**src/rtl/clk_period_meter.sv**
```systemverilog
// Measures sig_in period in clk cycles; CLK_PERIOD_METER_DUTY_MEAS_EN adds high_time.
// Latency: SYNC_STAGES+1 cycles from a sig_in edge to detection, result one cycle after the closing edge.
// Backpressure: result is held in DONE (period/ovf stable) until res_valid & res_ready.
module clk_period_meter #(
    parameter int CNT_W       = 16,
    parameter int SYNC_STAGES = 2
) (
    input  logic             clk,
    input  logic             rst_n,
    input  logic             sig_in,
    input  logic             start,
    output logic             busy,
    output logic             res_valid,
    input  logic             res_ready,
    output logic [CNT_W-1:0] period,
    output logic             ovf
`ifdef CLK_PERIOD_METER_DUTY_MEAS_EN
    ,
    output logic [CNT_W-1:0] high_time
`endif
);

    localparam logic [1:0] ST_IDLE    = 2'd0;
    localparam logic [1:0] ST_ARM     = 2'd1;
    localparam logic [1:0] ST_MEASURE = 2'd2;
    localparam logic [1:0] ST_DONE    = 2'd3;

    localparam logic [CNT_W-1:0] CNT_MAX = {CNT_W{1'b1}};
    localparam logic [CNT_W-1:0] CNT_ONE = CNT_W'(1);

    logic [SYNC_STAGES-1:0] sync_q;
    logic                   prev_q;
    logic                   sync_s;
    logic                   rise;

    logic [1:0]       state_q, state_d;
    logic [CNT_W-1:0] cnt_q, cnt_d;
    logic [CNT_W-1:0] period_q, period_d;
    logic             ovf_q, ovf_d;

    // Both edges traverse the same chain, so edge-to-edge distance is preserved exactly.
    always_ff @(posedge clk or negedge rst_n) begin
        if (!rst_n) begin
            sync_q <= '0;
            prev_q <= 1'b0;
        end else begin
            sync_q <= {sync_q[SYNC_STAGES-2:0], sig_in};
            prev_q <= sync_q[SYNC_STAGES-1];
        end
    end

    assign sync_s = sync_q[SYNC_STAGES-1];
    assign rise   = sync_s & ~prev_q;

`ifdef CLK_PERIOD_METER_DUTY_MEAS_EN
    logic [CNT_W-1:0] hcnt_q, hcnt_d;
    logic [CNT_W-1:0] high_q, high_d;
`endif

    always_comb begin
        state_d  = state_q;
        cnt_d    = cnt_q;
        period_d = period_q;
        ovf_d    = ovf_q;
`ifdef CLK_PERIOD_METER_DUTY_MEAS_EN
        hcnt_d   = hcnt_q;
        high_d   = high_q;
`endif
        case (state_q)
            ST_IDLE: begin
                if (start) begin
                    state_d = ST_ARM;
                    cnt_d   = '0;
                end
            end
            ST_ARM: begin
                if (rise) begin
                    state_d = ST_MEASURE;
                    cnt_d   = CNT_ONE;
`ifdef CLK_PERIOD_METER_DUTY_MEAS_EN
                    hcnt_d  = CNT_ONE;
`endif
                end else if (cnt_q == CNT_MAX) begin
                    state_d  = ST_DONE;
                    period_d = '0;
                    ovf_d    = 1'b1;
                end else begin
                    cnt_d = cnt_q + CNT_ONE;
                end
            end
            ST_MEASURE: begin
                if (rise) begin
                    state_d  = ST_DONE;
                    period_d = cnt_q;
                    ovf_d    = 1'b0;
`ifdef CLK_PERIOD_METER_DUTY_MEAS_EN
                    high_d   = hcnt_q;
`endif
                end else if (cnt_q == CNT_MAX) begin
                    state_d  = ST_DONE;
                    period_d = CNT_MAX;
                    ovf_d    = 1'b1;
`ifdef CLK_PERIOD_METER_DUTY_MEAS_EN
                    high_d   = hcnt_q;
`endif
                end else begin
                    cnt_d = cnt_q + CNT_ONE;
`ifdef CLK_PERIOD_METER_DUTY_MEAS_EN
                    // sync_s is next cycle's prev, so hcnt_q counts prev=1 cycles up to and including now.
                    if (sync_s && (hcnt_q != CNT_MAX)) begin
                        hcnt_d = hcnt_q + CNT_ONE;
                    end
`endif
                end
            end
            ST_DONE: begin
                if (res_ready) begin
                    state_d = ST_IDLE;
                end
            end
            default: begin
                state_d = ST_IDLE;
            end
        endcase
    end

    always_ff @(posedge clk or negedge rst_n) begin
        if (!rst_n) begin
            state_q  <= ST_IDLE;
            cnt_q    <= '0;
            period_q <= '0;
            ovf_q    <= 1'b0;
        end else begin
            state_q  <= state_d;
            cnt_q    <= cnt_d;
            period_q <= period_d;
            ovf_q    <= ovf_d;
        end
    end

`ifdef CLK_PERIOD_METER_DUTY_MEAS_EN
    always_ff @(posedge clk or negedge rst_n) begin
        if (!rst_n) begin
            hcnt_q <= '0;
            high_q <= '0;
        end else begin
            hcnt_q <= hcnt_d;
            high_q <= high_d;
        end
    end

    assign high_time = high_q;
`endif

    assign busy      = (state_q != ST_IDLE);
    assign res_valid = (state_q == ST_DONE);
    assign period    = period_q;
    assign ovf       = ovf_q;

endmodule

```
**config.mk**
```make
export PLATFORM = sky130hd
export DESIGN_NAME = clk_period_meter
export DESIGN_NICKNAME = d
export VERILOG_FILES = /design/src/rtl/clk_period_meter.sv
export SDC_FILE = /design/constraint.sdc
export NUM_CORES = 1
export LEC_CHECK = 0
export ABC_AREA = 1
export CAP_MARGIN = 20
export CORE_ASPECT_RATIO = 0.7
export CORE_UTILIZATION = 56
export DETAILED_ROUTE_END_ITERATION = 7
export PLACE_DENSITY = 0.79
export SETUP_SLACK_MARGIN = 0.1
export SYNTH_ARGS = -nofsm -noshare
export SYNTH_HDL_FRONTEND = slang
export SYNTH_SLANG_ARGS = --single-unit
```
**constraint.sdc**
```tcl
create_clock -name clk -period 2 [get_ports clk]
set_input_delay 0.4 -clock clk [delete_from_list [all_inputs] [get_ports clk]]
set_output_delay 0.4 -clock clk [all_outputs]
set_load 0.005 [all_outputs]
```
# == Word-level counts from Yosys, hierarchy flattened ==
# Index checks and enable logic that the tools add are counted.
# op_classes
add_sub_neg,1
n_eq_ne,10
n_mux,20
bitwise,2
n_reduce_logical,8
# ops
op,count
two-way mux 16 bit,8
case mux 16 bit (3 select lines),1
case mux 16 bit (2 select lines),1
adder 16 x 1 -> 16 bit (second input constant),1
equality test 16 bit (second input constant),1
two-way mux 2 bit,5
inequality test 2 bit (second input constant),4
case mux 2 bit (4 select lines),1
equality test 2 bit (second input constant),2
AND reduction 2 bit,2
AND reduction 4 bit,1
nonzero test 2 bit,2
two-way mux 1 bit,3
inequality test 3 bit (second input constant),1
AND reduction 3 bit,1
nonzero test 3 bit,1
equality test 2 x 1 -> 1 bit (second input constant),1
logical NOT 2 bit,1
inequality test 2 x 1 -> 1 bit (second input constant),1
case mux 1 bit (2 select lines),1
AND 1 bit,1
NOT 1 bit,1
# word_totals
ff_bits,38
inputBits,5

# == Longest topological paths before layout ==
# Gate-level depths: netlist of the first run.
# logic_depth
ltp_word,4
mapped_depth,12
mapped_depth_nobuf,12

# == Worst setup path before layout of the first run ==
# Ideal clock, no wire load.
# synth_path
path_kind,register -> register
startpoint,register state_q[0]
endpoint,register cnt_q[6]
setup_time_ps,113
arrival_time_ps,1553
t_required_ps,1887
setup_slack_ps,334
path_stages_with_launch,12
n_path_buf,0
path_cell_list,dfrtp_1 -> inv_1 -> ha_1 -> inv_2 -> nand2_2 -> nor2_1 -> nor2_4 -> nand2_2 -> o21ai_1 -> nand2_1 -> nand2_1 -> inv_1
# synth_via
elab_chain_cells,3
# synth_rtl
item,line_no,source
from (decl),36,"logic [1:0] state_q, state_d;"
from (signal assigned),134,state_q <= state_d;
equality test 2 bit (tied with other cells),69,case (state_q)
inequality test 2 bit (no line) or nonzero test 3 bit (tied branches),n/a,
AND reduction 3 bit (no line),n/a,
to (signal assigned),135,cnt_q <= cnt_d;
to (decl),37,"logic [CNT_W-1:0] cnt_q, cnt_d;"
# Several ways; a longest one is shown, not always the timed one.
# A chain may end at the register's enable or synchronous reset.

# == Final worst setup path of the first run ==
# layout_path
startpoint,register state_q[0]
endpoint,output port busy
# layout_via
elab_chain_cells,1
# layout_rtl
item,line_no,source
nonzero test 2 bit,155,assign busy = (state_q != ST_IDLE);
to (decl),12,"output logic busy,"
# No other way between the ends.

==> out/qor.yml, run 1 <==
synthesis:
  synth_nets: 274
  netlist_instances: 262
  yosys_warnings: 0
  synth_area_um2: 2150
  synth_area_leaders: "dfrtp_1, nand2_1, nor2_1, inv_1, ha_1"
  synth_top_area_frac: 0.443
  synthFlopType: "dfrtp_1"
  async_flop_share: 1.00
  synth_edf_count: 0
  ys_top_cells_by_count: "nand2_1, dfrtp_1, nor2_1"
  ys_seq_area_frac: 0.443
  yosys.area.top_type: "dfrtp_1"
  synth_seq_cells: 38
  avgSynthCellArea_um2: 8.19
  yosysMostFrequentCell: "nand2_1"
  yosys.cell_types.count: 30
floorplanning:
  start_util: 0.595
  die_w_um: 76.0
  rows: 18
  coreArea_um2: 3600
  dieHeight_um: 53.8
  ioPinCount: 24
  die_area_um2: 4090
timing:
  rsz0062_at_grt: "no"
  fmax_mhz: 536
  setup_tns_ns: 0
  relSlewSlack: 0.702
  finalCritPeriodShare: 0.932
  fin_skew_ns: 0.00964
  worst_slew_pin_slew_ns: 0.444
  period_needed_ns: 1.86
  hold_viol: 0
  setup_viol: 0
  drv_slew: 0
worst_setup_path:
  r2r_start: "state_q[0]"
  r2r_end: "cnt_q[5]"
  path_max_fanout: 4
  crit_start: "state_q[0]"
  worst_r2r_path_depth: 10
  regToRegSetupSlack_ns: 0.18
  cp-end-kind: "output pin"
  crit_arrival_ns: 1.46
  path_class: "flop to output pin"
  worst_setup_path_start_kind: "flop"
  crit_end: "busy"
  worst_ep_required_time_ns: 1.60
power_and_ir_drop:
  clock_power_share: 0.201
  pwr_density_cell_nw_per_um2: 1190
  power.switching_mw: 1.19
  power_frac_seq: 0.347
  p_int_mw: 2.00
  p_leak_nw: 1.29
  switching_share: 0.372
  peakVddDrop_mv: 0.855
  p_comb_frac: 0.453
finish:
  fillers: 284
  syn_to_final_growth_pct: 25.2
  diodes: 0
  fin_cells: 354
  fin_nets: 315
  final_util: 0.745
  drive_above_1_share: 0.243
clock_network:
  clock_sinks: 38
  clk_latency_ns: 0.30
  clk_pin_slew_ns: 0.07
  cts_made_buffers: 5
  cts_root_buf: "clkbuf_8"
  cts-htree-levels: 2
  cts_tree: "yes"
  ctsHoldBuffers: 0
  cts_buffer_depth: 2
place:
  dpl.hpwl_mm: 3.16
  dp_cells: 336
  gp_congestion: 0.962
  portBuffers: 23
global_routing:
  grt_pass1_wl_mm: 7.87
  grt_usage: 0.256
  antenna_found_initial: 0
  grt-ovfl-total: 0
  grt_max_degree: 39
  grt_pass1_vias: 1655
outcome:
  run_status: "complete, no violations"
route:
  drt-total-wl_mm: 4.69
  ant_nets: 0
  vias: 1861
  viasPerCell: 5.26
  firstDrtPassIters: 4
  route.detailed.wl_per_inst_um: 13.2
  drtIter0Drc: 174
  drc: 0
run:
  drv_cap: 0
worst_hold_path:
  holdCritPathClass: "input port to asynchronous set/reset pin"
## stage by stage
| step | hold WS, ns | cell area (um^2) | setup slack [ns] | power (mW) |
|---|---|---|---|---|
| 2_1_floorplan | 0.104 | 2150 | 0.334 | 1.87 |
| 3_3_place_gp | 0.340 | 2450 | 0.0994 | 2.38 |
| 4_1_cts | 0.0599 | 2600 | 0.0988 | 3.09 |
| 3_5_place_dp | 0.348 | 2450 | 0.0486 | 2.40 |
| 6_report | 0.0501 | 2690 | 0.136 | 3.18 |
| 5_1_grt | 0.0770 | 2690 | 0.0541 | 3.40 |
## state kept, by name, summed over array words and instances, names as in the netlist
signal,flops
state_q,2
prev_q,1
cnt_q,16
sync_q,2
ovf,1
period,16
## worst min path at each step
stage | from | endpoint
floorplan | rst_n | cnt_q[0]
global placement | sync_q[0] | sync_q[1]
detailed placement | sync_q[0] | sync_q[1]
CTS | rst_n | period[0]
global route | rst_n | period[15]
finish | rst_n | period[0]
## worst max-delay path: stages, from the launching register on
cell and delay, ns:
dfrtp_1 0.42, inv_1 0.09, buf_4 0.14, ha_2 0.21
inv_1 0.05, dlygate4sd2_1 0.26
## metal layers
layer,up-vias,track usage,share of wire
li1,920,-,-
met1,855,0.384,0.49
met2,77,0.367,0.41
met3,9,0.0525,0.077
met4,0,0.0929,0.016
met5,-,0,0
## layout by cell type, fill, tap and decap left out, types with 5 or more instances in the layout
cell type	count
a21oi_1	5
buf_4	12
clkbuf_8	5
clkdlybuf4s50_1	20
dfrtp_1	37
ha_1	5
inv_1	24
inv_2	7
nand2_1	56
nand2_2	16
nand3_1	11
nor2_1	36
o21ai_0	12
o21ai_1	6
o21ai_2	11
## power by group through the flow
| stage | Sequential (mW) | Combinational (mW) | Clock (mW) |
|---|---|---|---|
| floorplan | 1.12 | 0.754 | 0 |
| global placement | 1.11 | 1.27 | 0 |
| detailed placement | 1.11 | 1.29 | 0 |
| CTS | 1.10 | 1.34 | 0.655 |
| global route | 1.13 | 1.59 | 0.672 |
| finish | 1.10 | 1.44 | 0.640 |
## cell families after synthesis
family	share of synthesized area
flops	0.443
compound gates	0.127
buf+inv	0.0758
fa+ha+maj	0.0408
xor+xnor	0.00408
simple gates	0.310
## area by class of cell
type                            instances  area (um^2)  share of cell area
Multi-Input combinational cell        188         1060               0.395
Sequential cell                        38          952               0.354
Timing Repair Buffer                   38          377               0.140
Inverter                               32          125              0.0466
Clock buffer                            5         68.8              0.0256
Tap cell                               50         62.6              0.0233
Clock inverter                          3         40.0              0.0149
## timing repair
| action | CTS | global route |
|---|---|---|
| gates cloned | 0 | 0 |
| pin swaps | 0 | 2 |
| buffers inserted | 4 | 6 |
| setup endpoints to repair | 11 | 31 |
| gates resized for setup | 2 | 13 |
No activity file was read; power rests on OpenSTA's default activity.
==> inputs of run 2 (changes only) <==
Settings changed: CAP_MARGIN 20 to unset, CORE_ASPECT_RATIO 0.7 to unset.
==> run 2 against run 1 <==
Flip-flop and latch count stayed put. Worst setup slack worse by 0.015 ns. Largest power group unchanged. Via count is 3.2% lower. Sequential power hardly changed. Critical endpoint is now res_valid. Maximum frequency is 0.82% lower. Clock-buffer cell count is 2 higher. Critical path type unchanged.
==> out/qor.yml, run 2 (synthesized netlist as in run 1, its figures left out) <==
global_routing:
  grt_usage: 0.244
  antenna_found_initial: 0
  grt_max_degree: 22
  grt_pass1_vias: 1694
  grt_pass1_wl_mm: 7.65
  grt-ovfl-total: 0
place:
  dpl.hpwl_mm: 3.31
  dpl_cell_area_um2: 2430
  pre_cts_ws_ns: 0.123
  portBuffers: 23
  dp_cells: 332
  gp_congestion: 0.901
timing:
  rsz0062_at_grt: "yes"
  relSlewSlack: 0.663
  fin_ws_ns: 0.121
  finalCritPeriodShare: 0.940
  setup_tns_ns: 0
  whs_ns: 0.0439
  period_needed_ns: 1.88
  setup_viol: 0
  drv_slew: 0
  fmax_mhz: 532
  hold_viol: 0
  worst_slew_pin_slew_ns: 0.505
  fin_skew_ns: 0.00992
clock_network:
  cts_root_buf: "clkbuf_8"
  cts-htree-levels: 2
  cts_buffer_depth: 2
  clock_sinks: 38
  clk_latency_ns: 0.30
  cts_made_buffers: 5
  clk_pin_slew_ns: 0.08
  cts_tree: "yes"
floorplanning:
  start_util: 0.586
  dieHeight_um: 63.9
  coreArea_um2: 3660
  ioPinCount: 24
  die_w_um: 63.9
  die_area_um2: 4080
  rows: 22
route:
  ant_nets: 0
  drt-total-wl_mm: 4.64
  drc: 0
  drtIter0Drc: 127
  viasPerCell: 5.24
  route.detailed.wl_per_inst_um: 13.5
  vias: 1801
  firstDrtPassIters: 4
finish:
  multi_input_area_um2: 1090
  final_area_um2: 2590
  fin_nets: 307
  fillers: 281
  regArea_um2: 951
  drive_above_1_share: 0.213
  fin_cells: 344
  final_cell_mix: "nand2_1, dfrtp_1, nor2_1, inv_1, clkdlybuf4s50_1"
  diodes: 0
  layout_commonest_cell: "nand2_1"
  syn_to_final_growth_pct: 20.8
  final_util: 0.708
worst_setup_path:
  r2r_start: "state_q[0]"
  crit_arrival_ns: 1.48
  crit_chain: "buf_4, ha_1, clkdlybuf4s50_1"
  cp-end-kind: "output pin"
  max_stage_delay_ns: 0.44
  path_class: "flop to output pin"
  worst_path_dominant_cell_family: "buffers and inverters"
  worst_ep_required_time_ns: 1.60
  path_max_fanout: 2
  critPathBufInv: 2
  worst_r2r_path_depth: 10
  worst_setup_path_start_kind: "flop"
  regToRegSetupSlack_ns: 0.17
  crit_start: "state_q[0]"
  r2r_end: "cnt_q[14]"
  cpMaxStageDelayCell: "clkdlybuf4s50_1"
power_and_ir_drop:
  clock_power_share: 0.179
  power.switching_mw: 1.17
  p_leak_nw: 1.20
  switching_share: 0.383
  peakVddDrop_mv: 0.575
  power_frac_seq: 0.363
  p_int_mw: 1.89
  p_comb_frac: 0.458
  pwr_density_cell_nw_per_um2: 1180
  finalPower_mw: 3.06
outcome:
  run_status: "complete, no violations"
worst_hold_path:
  holdCritPathClass: "input port to asynchronous set/reset pin"
run:
  drv_cap: 0
-- run 2: how the worst max path moves through the flow --
stage                  to  slack (ns)  cells after the start
6_report        res_valid        0.12                      3
3_5_place_dp   period[15]        0.12                      8
5_1_grt         period[1]        0.07                      8
4_1_cts        period[15]        0.09                      8
2_1_floorplan    cnt_q[6]        0.33                     11
3_3_place_gp     cnt_q[6]        0.13                     10
-- run 2: layer usage --
layer,global-route usage,share of wire,vias to the layer above
met5,0,0,-
met4,0.0739,0.012,0
met3,0.0500,0.045,6
met2,0.392,0.46,51
met1,0.331,0.48,837
li1,-,-,907
-- run 2: area by class of cell --
class                           instances  share of cell area
Sequential cell                        38               0.367
Multi-Input combinational cell        190               0.421
Timing Repair Buffer                   28               0.106
Clock inverter                          1             0.00193
Clock buffer                            7              0.0333
Inverter                               32              0.0483
Tap cell                               48              0.0232
-- run 2: power groups by stage --
stage	Clock [mW]	Combinational [mW]	Sequential, mW
floorplan	0	0.754	1.12
global placement	0	1.26	1.11
detailed placement	0	1.29	1.12
CTS	0.552	1.31	1.10
global route	0.587	1.54	1.13
finish	0.546	1.40	1.11
-- run 2: worst reg2reg max path, cell delays in order (launching register included) --
cell and delay [ns]:
dfrtp_1 0.40, inv_1 0.10, ha_2 0.29, inv_2 0.09
nand2_4 0.12, nand2_1 0.09, a21oi_2 0.20, nand2_1 0.17
inv_1 0.13, nand2_1 0.06, o21ai_1 0.10
-- run 2: repair_timing --
item,in CTS,in global routing
setup endpoints to repair,2,31
gates cloned,0,2
buffers inserted,1,1
pin swaps,0,1
gates resized for setup,2,9
hold buffers,0,0
==> inputs of run 3 (changes only) <==
Settings changed: CORE_UTILIZATION 56 to 63, DONT_BUFFER_PORTS set to 1, GPL_ROUTABILITY_DRIVEN set to 1, GPL_TIMING_DRIVEN set to 0.
==> run 3 against run 2 <==
Worst setup slack gained 0.096 ns. Clock-buffer cell count is the same. Global-route usage grew 1.3 points. Clock power shrank 26%. Via count shrank 5.1%. Combinational power shrank 30%. Worst hold slack gained 0.043 ns. Largest power group is now registers.
==> out/qor.yml, run 3 (synthesized netlist as in run 1, its figures left out) <==
outcome:
  run_status: "complete, no violations"
route:
  firstDrtPassIters: 4
  vias: 1710
  drtIter0Drc: 124
  ant_nets: 0
  drt-total-wl_mm: 4.14
  drc: 0
  viasPerCell: 5.39
  route.detailed.wl_per_inst_um: 13.1
worst_setup_path:
  worst_r2r_path_depth: 11
  crit_end: "cnt_q[6]"
  r2r_start: "state_q[1]"
  crit_chain: "inv_4, ha_2, inv_1, nand2_2, nor2_1, nor2_4, nand2_2, o21ai_1, nand2_1, nand2_1, inv_1"
  cp-end-kind: "flop"
  path_class: "flop to flop"
  path_max_fanout: 7
  regToRegSetupSlack_ns: 0.22
  worst_setup_path_start_kind: "flop"
  worst_ep_required_time_ns: 2.24
  cpMaxStageDelayCell: "dfrtp_2"
  crit_start: "state_q[1]"
  crit_arrival_ns: 2.02
  max_stage_delay_ns: 0.48
  r2r_end: "cnt_q[6]"
global_routing:
  antenna_found_initial: 0
  grt_pass1_vias: 1538
  grt_usage: 0.257
  grt_max_degree: 39
  grt_pass1_wl_mm: 6.88
  grt-ovfl-total: 0
clock_network:
  cts_root_buf: "clkbuf_4"
  clk_latency_ns: 0.33
  cts-htree-levels: 2
  cts_made_buffers: 5
  cts_tree: "yes"
  clock_sinks: 38
  cts_buffer_depth: 2
  clk_pin_slew_ns: 0.10
finish:
  diodes: 0
  fin_cells: 317
  final_cell_mix: "nand2_1, nor2_1, dfrtp_1, inv_1"
  drive_above_1_share: 0.220
  final_util: 0.740
  fin_nets: 284
  syn_to_final_growth_pct: 8.69
  layout_commonest_cell: "nand2_1"
  final_area_um2: 2330
  fillers: 242
timing:
  fin_ws_ns: 0.217
  setup_tns_ns: 0
  finalCritPeriodShare: 0.892
  period_needed_ns: 1.78
  fmax_mhz: 561
  drv_slew: 0
  setup_viol: 0
  worst_slew_pin_slew_ns: 0.385
  rsz0062_at_grt: "no"
  relSlewSlack: 0.741
  whs_ns: 0.0865
  hold_viol: 0
  fin_skew_ns: 0.00514
floorplanning:
  die_w_um: 60.4
  die_area_um2: 3640
  start_util: 0.681
  dieHeight_um: 60.4
  coreArea_um2: 3150
  rows: 20
  ioPinCount: 24
power_and_ir_drop:
  peakVddDrop_mv: 0.914
  p_leak_nw: 1.12
  finalPower_mw: 2.54
  p_comb_frac: 0.386
  power.switching_mw: 1.06
  clock_power_share: 0.160
  p_int_mw: 1.48
  power_frac_seq: 0.454
  pwr_density_cell_nw_per_um2: 1090
  switching_share: 0.417
place:
  portBuffers: 0
  dpl.hpwl_mm: 2.99
  dp_cells: 306
  pre_cts_ws_ns: 0.115
  gp_congestion: 0.896
  dpl_cell_area_um2: 2200
worst_hold_path:
  holdCritPathClass: "input port to flop"
run:
  drv_cap: 0
-- run 3: cell count changes in the layout (fill, tap and decap cells not counted), sizes merged --
| cell | before | now |
|---|---|---|
| dlygate4sd2 | 1 | 0 |
| clkdlybuf4s50 | 21 | 0 |
| buf | 6 | 5 |
| clkbuf | 7 | 8 |
| dlygate4sd3 | 0 | 1 |
| nand3 | 15 | 13 |
-- run 3: metal layers --
metal / vias to the layer above / routed length [um] / track usage
li1: 862 / - / -
met1: 784 / 2040 / 0.380
met3: 5 / 282 / 0.0490
met4: 0 / 47 / 0.0930
met5: - / 0 / 0
met2: 59 / 1770 / 0.375
-- run 3: timing repair --
action	CTS	global route
pin swaps	0	3
endpoints found under the setup margin	1	16
endpoints found under the hold margin	38	0
hold buffers	2	0
buffers inserted	0	1
gates resized for setup	1	9
-- run 3: final cells by class --
class / count / area (um^2) / share of cell area
Buffer: 4 / 37.5 / 0.0161
Clock buffer: 7 / 55.1 / 0.0236
Sequential cell: 38 / 952 / 0.408
Clock inverter: 1 / 5.00 / 0.00215
Tap cell: 44 / 55.1 / 0.0236
Timing Repair Buffer: 3 / 37.5 / 0.0161
Inverter: 32 / 128 / 0.0547
Multi-Input combinational cell: 188 / 1060 / 0.455
-- run 3: how the worst min path moves through the flow --
stage | start | to | slack, ns | depth (start not counted)
after floorplan | rst_n | cnt_q[0] | 0.10 | 0
after global placement | rst_n | state_q[1] | 0.11 | 0
after detailed placement | rst_n | state_q[0] | 0.11 | 0
after CTS | sig_in | sync_q[0] | 0.08 | 0
after global routing | sig_in | sync_q[0] | 0.05 | 0
final | sig_in | sync_q[0] | 0.09 | 0
-- run 3: power by group through the flow --
| stage | Clock, mW | Combinational, mW | Sequential (mW) |
|---|---|---|---|
| final | 0.406 | 0.978 | 1.15 |
| after CTS | 0.418 | 0.943 | 1.14 |
| after floorplan | 0 | 0.754 | 1.12 |
| after global routing | 0.464 | 1.10 | 1.18 |
| after detailed placement | 0 | 0.916 | 1.16 |
| after global placement | 0 | 0.890 | 1.15 |
-- run 3: critical path, delay by kind of cell (launching register included) --
kind / cells / cell delay [ns]
buf+inv: 3 / 0.20
simple gates: 6 / 0.64
fa+ha+maj: 1 / 0.19
compound gates: 1 / 0.19
flops: 1 / 0.48
